===== src/rtl/seg_scan_controller.sv =====
// Seven-segment scan controller: multiplexes a 16-bit value across NUM_DIGITS
// common-anode digits. Optional feature macro: LEADING_ZERO_BLANK_EN.
module seg_scan_controller #(
   parameter int NUM_DIGITS  = 4,
   parameter int REFRESH_DIV = 50000,
   parameter int GAP_CYCLES  = 16
) (
   input  logic                  clk,
   input  logic                  rst,
   input  logic                  en,
   input  logic [15:0]           value,
   input  logic                  load,
   output logic                  load_ack,
   output logic [3:0]            nibble,
   output logic [NUM_DIGITS-1:0] anode_n,
   output logic [1:0]            digit_idx,
   output logic                  frame_done
);

   localparam int CW = (REFRESH_DIV > 1) ? $clog2(REFRESH_DIV) : 1;
   localparam logic [CW-1:0] CNT_LAST = CW'(REFRESH_DIV - 1);
   localparam logic [CW-1:0] CNT_GAP  = CW'(GAP_CYCLES);
   localparam logic [1:0]    IDX_LAST = 2'(NUM_DIGITS - 1);

   localparam logic [1:0] S_IDLE  = 2'd0;
   localparam logic [1:0] S_GAP   = 2'd1;
   localparam logic [1:0] S_DRIVE = 2'd2;

   logic [1:0]    state, state_n;
   logic [CW-1:0] cnt, cnt_n;
   logic [1:0]    idx_n;
   logic          frame_start;

   logic [15:0]   pend_val, pend_val_n;
   logic          pend_valid, pend_valid_n;
   logic [15:0]   disp_val, disp_n;

   logic [3:0]            nibble_n;
   logic [NUM_DIGITS-1:0] anode_n_n;
   logic [NUM_DIGITS-1:0] show;

   // Slot sequencing: a frame starts on leaving IDLE or on wrapping to slot 0.
   always_comb begin
      state_n     = state;
      cnt_n       = cnt;
      idx_n       = digit_idx;
      frame_start = 1'b0;
      if (!en) begin
         state_n = S_IDLE;
         cnt_n   = '0;
         idx_n   = '0;
      end else if (state == S_IDLE) begin
         cnt_n       = '0;
         idx_n       = '0;
         frame_start = 1'b1;
      end else if (cnt == CNT_LAST) begin
         cnt_n       = '0;
         idx_n       = (digit_idx == IDX_LAST) ? 2'd0 : digit_idx + 2'd1;
         frame_start = (digit_idx == IDX_LAST);
      end else begin
         cnt_n = cnt + CW'(1);
      end
      if (en) begin
         state_n = (cnt_n < CNT_GAP) ? S_GAP : S_DRIVE;
      end
   end

   // Double buffer: a load coinciding with the frame start bypasses the pending slot.
   always_comb begin
      disp_n       = disp_val;
      pend_val_n   = pend_val;
      pend_valid_n = pend_valid;
      if (frame_start && load) begin
         disp_n       = value;
         pend_valid_n = 1'b0;
      end else begin
         if (frame_start && pend_valid) begin
            disp_n       = pend_val;
            pend_valid_n = 1'b0;
         end
         if (load) begin
            pend_val_n   = value;
            pend_valid_n = 1'b1;
         end
      end
   end

`ifdef LEADING_ZERO_BLANK_EN
   // Digit k is shown if it or any higher digit is non-zero; digit 0 always shows.
   always_comb begin
      logic upper_nz;
      upper_nz = 1'b0;
      show     = '0;
      for (int k = NUM_DIGITS - 1; k >= 0; k--) begin
         upper_nz = upper_nz | (disp_n[4*k +: 4] != 4'h0);
         show[k]  = upper_nz | (k == 0);
      end
   end
`else
   assign show = '1;
`endif

   // Outputs are computed from next-state values so they line up with cnt/digit_idx.
   always_comb begin
      nibble_n  = nibble;
      anode_n_n = '1;
      if (en) begin
         nibble_n = disp_n[{idx_n, 2'b00} +: 4];
      end
      if (state_n == S_DRIVE && show[idx_n]) begin
         anode_n_n[idx_n] = 1'b0;
      end
   end

   always_ff @(posedge clk or posedge rst) begin
      if (rst) begin
         state      <= S_IDLE;
         cnt        <= '0;
         digit_idx  <= '0;
         anode_n    <= '1;
         nibble     <= '0;
         load_ack   <= 1'b0;
         frame_done <= 1'b0;
         pend_val   <= '0;
         pend_valid <= 1'b0;
         disp_val   <= '0;
      end else begin
         state      <= state_n;
         cnt        <= cnt_n;
         digit_idx  <= idx_n;
         anode_n    <= anode_n_n;
         nibble     <= nibble_n;
         load_ack   <= load;
         frame_done <= frame_start;
         pend_val   <= pend_val_n;
         pend_valid <= pend_valid_n;
         disp_val   <= disp_n;
      end
   end

endmodule


===== config.mk =====
export PLATFORM = sky130hd
export DESIGN_NAME = seg_scan_controller
export DESIGN_NICKNAME = d
export VERILOG_FILES = /design/src/rtl/seg_scan_controller.sv
export SDC_FILE = /design/constraint.sdc
export NUM_CORES = 1
export LEC_CHECK = 0
export BUFFER_PORTS_ARGS = -buffer_cell sky130_fd_sc_hd__buf_2
export CORE_ASPECT_RATIO = 2
export CORE_MARGIN = 5
export CORE_UTILIZATION = 30
export DETAILED_ROUTE_END_ITERATION = 10
export RECOVER_POWER = 25
export SLEW_MARGIN = 20
export SYNTH_ARGS = -nofsm -noshare
export SYNTH_HDL_FRONTEND = slang
export SYNTH_SLANG_ARGS = --single-unit

===== constraint.sdc =====
create_clock -name clk -period 7.9 [get_ports clk]
set_input_delay 0.79 -clock clk [delete_from_list [all_inputs] [get_ports clk]]
set_output_delay 0.79 -clock clk [all_outputs]
set_load 0.01 [all_outputs]

Word level (Yosys, flattened, before mapping)
Index checks and enable logic that the tools add are counted.

Add/subtract/negate cells: 2. $lt $le $gt $ge: 3. Equal/unequal tests: 3. Shift operators: 1. Muxes and demuxes: 22. Bitwise gates (word level): 2. Reductions and logical operators: 7.

Operators by type and width (number): 16-bit two-way mux (5); 16-bit by 1-bit adder with 16-bit output (second input constant) (1); 16-bit == test (second input constant) (1); 16-bit by 5-bit less-than comparator with 1-bit output (second input constant) (1); 16-bit by 5-bit indexed part select with 4-bit output (1); 2-bit two-way mux (6); 1-bit two-way mux (8); 2-bit == test (second input constant) (2); 1-bit logical AND (4); 4-bit two-way mux (1); 4-bit NOT (1); 2-bit by 3-bit less-than comparator with 1-bit output (second input constant) (1); 3-bit nonzero test (1); 2-bit by 1-bit adder with 2-bit output (second input constant) (1); 1-bit binary-select mux with 2-bit select (1); 1-bit demux with 2-bit select (1); 2-bit by 1-bit >= comparator with 1-bit output (second input constant) (1); 2-bit zero test (1); 2-bit AND reduction (1); 1-bit NOT (1).

Bits in registers: 63. Word-level logic and storage cells: 50.

Logic depth before layout (Yosys ltp)
Depth after elaboration: 11. Mapped depth: 9. Depth with buffers taken out: 8.

Least setup slack after synthesis
Ideal clock, no wire load.

Path kind: reg2reg. Start: register cnt[10]. End: register nibble[0]. Arrival: 2352 ps. Data required time: 7761 ps. Slack: 5410 ps. Stages on the path, launching flop included: 7. Path buffers: 0. Period minus slack after synthesis: 2490 ps. Cell sequence: dfrtp_1 > or4b_4 > nor4_4 > mux2_2 > o211a_1 > a2111oi_1 > a211oi_1.

Word-level cells in the longest chain between the ends: 8. Elaborated cells on any way between the ends: 12. Classes of those cells: 1 x eq/ne; 1 x shift; 8 x mux; 2 x reduce/logical.

Ends and longest elaborated chain: start: declaration (RTL line 30) `logic [CW-1:0] cnt, cnt_n;`; start signal: assignment (RTL line 129) `cnt <= cnt_n;`; 16-bit == test (*) (RTL line 56) `end else if (cnt == CNT_LAST) begin`; 1-bit two-way mux (RTL line 56); 1-bit two-way mux (RTL line 52) `end else if (state == S_IDLE) begin`; 1-bit two-way mux (RTL line 48) `if (!en) begin`; 1-bit logical AND (RTL line 77) `if (frame_start && pend_valid) begin`; 16-bit two-way mux (RTL line 77); 16-bit two-way mux (RTL line 73) `if (frame_start && load) begin`; 16-bit by 5-bit indexed part select with 4-bit output (*) (RTL line 108) `nibble_n = disp_n[{idx_n, 2'b00} +: 4];`; end signal: assignment (RTL line 132) `nibble <= nibble_n;`; end: declaration (RTL line 14) `output logic [3:0] nibble,`.

Mark *: on every way between the ends. The rest lies on a longest branch, timed or not. A chain may end at the register's enable or synchronous reset.

==> impl_table.tex <==
\begin{tabular}{lr}
\hline
Metric & Value \\
\hline
\multicolumn{2}{l}{\textbf{Power and ir drop}} \\
\quad Net switching component of the power & 219 uW \\
\quad Overall power after layout & 875 uW \\
\quad Internal portion of total power & 656 uW \\
\quad Power share of the sequential group & 0.435 \\
\quad Comb pwr share & 0.114 \\
\quad Clock share of power & 0.451 \\
\quad Areal power density over the cells & 236 nW/um\^{}2 \\
\quad P\_leak & 1.55 nW \\
\quad Max VDD drop & 0.000110 V \\
\quad Share of total power consumed by net switching & 0.250 \\
\multicolumn{2}{l}{\textbf{Min path}} \\
\quad Hold Crit Endpoint & cnt[0]\$\_DFF\_PP0\_ \\
\quad Startpoint of the tightest hold check path & cnt[0]\$\_DFF\_PP0\_ \\
\quad Min-delay worst type & reg2reg \\
\quad Worst hold path stage count & 1 \\
\multicolumn{2}{l}{\textbf{Detailed routing}} \\
\quad DRT antenna net count & 0 \\
\quad Wirelength per Cell & 17.4 microns \\
\quad Via count & 2402 \\
\quad Average vias per placed instance & 5.26 \\
\quad Drc violations & 0 \\
\quad Routed Wire Length & 7970 microns \\
\quad Iteration-0 DRC count of the detailed router & 132 \\
\quad Pre-Repair DR Iteration Count & 4 \\
\multicolumn{2}{l}{\textbf{Timing}} \\
\quad Setup TNS & 0 ns \\
\quad Worst-case headroom to the max-slew limit & -1.27 \\
\quad Max-slew violation count & 64 \\
\quad Max Fclk & 271 MHz \\
\quad Time the final worst path needs with I/O delays and setup & 3.69 ns \\
\quad Crit share post-route & 0.466 \\
\quad Final number of hold-violating endpoints & 0 \\
\quad Tightest hold margin & 0.468 ns \\
\quad RSZ-0062 raised after global routing & no \\
\quad Clock skew & 0.00700 ns \\
\quad Least-Margin Pin Slew & 3.40 ns \\
\quad Final count of negative-setup-slack endpoints & 0 \\
\multicolumn{2}{l}{\textbf{Logic synthesis}} \\
\quad Count of warnings emitted by yosys & 0 \\
\quad Fraction of the yosys area taken by sequential cells & 0.507 \\
\quad Unique masters post-synth & 60 \\
\quad Area fraction in compound gates after synthesis & 0.172 \\
\quad Synthesized-area fraction occupied by adder cells & 0.00802 \\
\quad Xor/xnor share of the synthesized area & 0.0449 \\
\quad Primary FF master, synth & sky130\_fd\_sc\_hd\_\_dfrtp\_1 \\
\quad Synth Area per Inst & 11.0 sq um \\
\quad Top cell type's share of synthesized area & 0.473 \\
\quad Combinational family with the most area after synthesis & simple AND/OR/NAND/NOR gates \\
\quad Leading post-synthesis cells by instance count & 59 x sky130\_fd\_sc\_hd\_\_dfrtp\_1, 33 x sky130\_fd\_sc\_hd\_\_nor2\_1, 17 x sky130\_fd\_sc\_hd\_\_mux2\_2, 13 x sky130\_fd\_sc\_hd\_\_o21ai\_0 \\
\quad Number of nets in the synthesized netlist & 305 \\
\quad Synth Area in Simple Gates & 0.176 \\
\quad Share of cell area taken by muxes after synthesis & 0.0646 \\
\quad Synthesized instance count & 283 \\
\quad Most repeated cell in the gate-level netlist after synthesis & sky130\_fd\_sc\_hd\_\_dfrtp\_1 \\
\quad Synth async-reset ratio & 1.00 \\
\quad Post-Syn Area & 3120 sq um \\
\quad Library cell with the largest summed area after synthesis & sky130\_fd\_sc\_hd\_\_dfrtp\_1 \\
\quad Number of storage elements in the synthesis netlist & 63 \\
\quad Ranking of synthesized cells by area & sky130\_fd\_sc\_hd\_\_dfrtp\_1 47\%, sky130\_fd\_sc\_hd\_\_mux2\_2 6.1\%, sky130\_fd\_sc\_hd\_\_nor2\_1 4.0\% \\
\quad Count of flip-flops with a built-in enable after synthesis & 0 \\
\multicolumn{2}{l}{\textbf{Layout}} \\
\quad Final std cell area, no fill & 3710 sq um \\
\quad NumNets Final & 339 \\
\quad Filler Cell Count & 1074 \\
\quad Area growth from synthesis to final layout & 18.8\% \\
\quad Final core occ & 0.365 \\
\quad Layout cell share with drive strength beyond 1 & 0.273 \\
\quad ANT cells & 0 \\
\multicolumn{2}{l}{\textbf{Worst setup path}} \\
\quad Setup slack of the worst register-to-register path & 4.92 ns \\
\quad FF-to-FF End & nibble[2]\$\_DFFE\_PP0P\_ \\
\quad Kind of launch point of the worst setup path & primary input \\
\quad Worst-path cell with the longest stage delay & sky130\_fd\_sc\_hd\_\_clkbuf\_1 \\
\quad Launching point of the worst reg2reg path & cnt[10]\$\_DFF\_PP0\_ \\
\quad Required time at the worst-slack endpoint & 7.57 ns \\
\quad Worst Path Buf+Inv & 3 \\
\quad Kind of critical path & in2async \\
\quad Delay of the slowest cell on the worst path & 2.38 ns \\
\quad CP Capture Type & async pin \\
\quad Arrival time of the worst setup path & 3.36 ns \\
\quad R2r worst-path depth & 7 \\
\quad Crit path cell chain & buf\_2, inv\_1, clkbuf\_1 \\
\quad Largest delay contributor family on the critical path & buffers and inverters \\
\quad Critical path peak fanout & 63 \\
\multicolumn{2}{l}{\textbf{Die}} \\
\quad Floorplan row count & 52 \\
\quad Die outline area & 12700 sq um \\
\quad Initial core utilization & 0.307 \\
\quad Core Region & 10100 sq um \\
\quad Top-level I/O count & 32 \\
\quad Die height & 154 microns \\
\quad Horizontal die dimension & 82.1 microns \\
\multicolumn{2}{l}{\textbf{Global route}} \\
\quad GR Util met1 & 0.141 \\
\quad Via count of the first global-routing pass & 2522 \\
\quad Met3 usage & 0.0378 \\
\quad Antenna violations before repair & 0 \\
\quad Global-route wire length before repair & 13200 microns \\
\quad Met2 global-route usage & 0.245 \\
\quad Pin count of the biggest net entering global routing & 64 \\
\quad GRT Max-Usage Layer & met2 \\
\quad Sum of overflow across all layers after global routing & 0 \\
\quad Global-route total usage across every layer & 0.139 \\
\multicolumn{2}{l}{\textbf{Clocking}} \\
\quad Clock transition at the register clock pins on the worst setup and hold paths after CTS & 0.05 ns \\
\quad Clk root buf & sky130\_fd\_sc\_hd\_\_clkbuf\_16 \\
\quad Clock tree from TritonCTS & yes \\
\quad Number of buffers between clock root and the deepest sink & 2 \\
\quad Later-pin clock latency in the skew report & 0.34 ns \\
\quad \# clock sinks & 63 \\
\quad Count of hold-fix buffers inserted at cts & 0 \\
\quad Number of CTS-inserted buffers & 9 \\
\quad Setup fix buffers added after clock tree synthesis & 0 \\
\quad Depth of the CTS H-tree & 3 \\
\quad Number of gates resized after CTS & 0 \\
\multicolumn{2}{l}{\textbf{Placed design}} \\
\quad Sum of net half-perimeters after detailed placement & 5980 microns \\
\quad Port buffer count & 31 \\
\quad Placed Instance Area & 3410 sq um \\
\quad Routability congestion estimate from global placement & 0.893 \\
\multicolumn{2}{l}{\textbf{Run}} \\
\quad Max-cap violation count & 1 \\
\multicolumn{2}{l}{\textbf{Run status}} \\
\quad Failing checks & capacitance limit, slew limit \\
\quad Result of the run & complete, but fails checks \\
\hline
\end{tabular}
-- placed cells by master (no fill, tap or decap), drive strengths merged, types with 4 or more instances in the layout --
cell,n
o22ai,4
nor2,33
nand3,5
xor2,9
a22oi,5
o21ai,15
inv,11
nor4,4
nand4,6
a31oi,9
nor3,11
xnor2,7
mux2,17
and2,6
o211ai,5
dfrtp,59
dfstp,4
clkbuf,13
buf,30
nand2,12
-- worst max path at each step --
stage / slack (ns) / cells after the start / end / startpoint
after global routing: 3.42 / 3 / nibble[2]$_DFFE_PP0P_ / rst
after detailed placement: 4.98 / 7 / nibble[2]$_DFFE_PP0P_ / cnt[10]$_DFF_PP0_
after floorplan: 5.41 / 6 / nibble[0]$_DFFE_PP0P_ / cnt[10]$_DFF_PP0_
after CTS: 4.96 / 7 / nibble[2]$_DFFE_PP0P_ / cnt[10]$_DFF_PP0_
after global placement: 5.01 / 7 / nibble[2]$_DFFE_PP0P_ / cnt[10]$_DFF_PP0_
final: 4.21 / 3 / pend_val[8]$_DFFE_PP0P_ / rst
-- final cells by class --
type / instances / area [sq um] / share of cell area
sequential: 63 / 1580 / 0.427
multi-input combinational: 199 / 1450 / 0.392
clock buffer: 11 / 243 / 0.0655
tap: 135 / 169 / 0.0456
timing repair buffer: 32 / 158 / 0.0425
clock inverter: 5 / 57.6 / 0.0155
inverter: 12 / 46.3 / 0.0125
-- flip-flops by register name, indices dropped and copies added, names as in the netlist --
register,cells
cnt,16
pend_val,16
frame_done,1
nibble,4
pend_valid,1
state,2
load_ack,1
digit_idx,2
anode_n,4
disp_val,16
-- cell families after synthesis --
kind of cell               after synthesis
muxes                                   18
xor gates and xnor gates                16
and+or+nand+nor                         97
DFF                                     63
adders and majority gates                2
buffers and inverters                   21
AOI/OAI and AO/OA                       66
-- worst reg2reg max path: stages (launching register included) --
cell and delay (ns):
sky130_fd_sc_hd__dfrtp_1 0.44, sky130_fd_sc_hd__or4b_4 0.62, sky130_fd_sc_hd__nor4_4 0.47, sky130_fd_sc_hd__o21ai_2 0.27
sky130_fd_sc_hd__clkinv_2 0.31, sky130_fd_sc_hd__nand2_1 0.24, sky130_fd_sc_hd__o221ai_1 0.35, sky130_fd_sc_hd__a221oi_2 0.11
-- routing by layer --
layer | up-vias | part of all wire
li1 | 1116 | -
met1 | 1215 | 0.35
met2 | 52 | 0.57
met3 | 19 | 0.046
met4 | 0 | 0.037
met5 | - | 0
-- stage by stage --
step,setup slack [ns],cells
after global placement,5.01,441
after floorplan,5.41,283
after CTS,4.96,457
after detailed placement,4.98,441
after global routing,3.42,457
final,4.21,457
-- power groups by stage --
stage | clock [mW] | combinational, mW | sequential [mW]
2_1_floorplan | 0 | 0.0709 | 0.379
3_5_place_dp | 0 | 0.101 | 0.386
5_1_grt | 0.416 | 0.112 | 0.385
3_3_place_gp | 0 | 0.0992 | 0.385
4_1_cts | 0.401 | 0.102 | 0.381
6_report | 0.394 | 0.0998 | 0.381
Power figures use the tool's default switching activity.
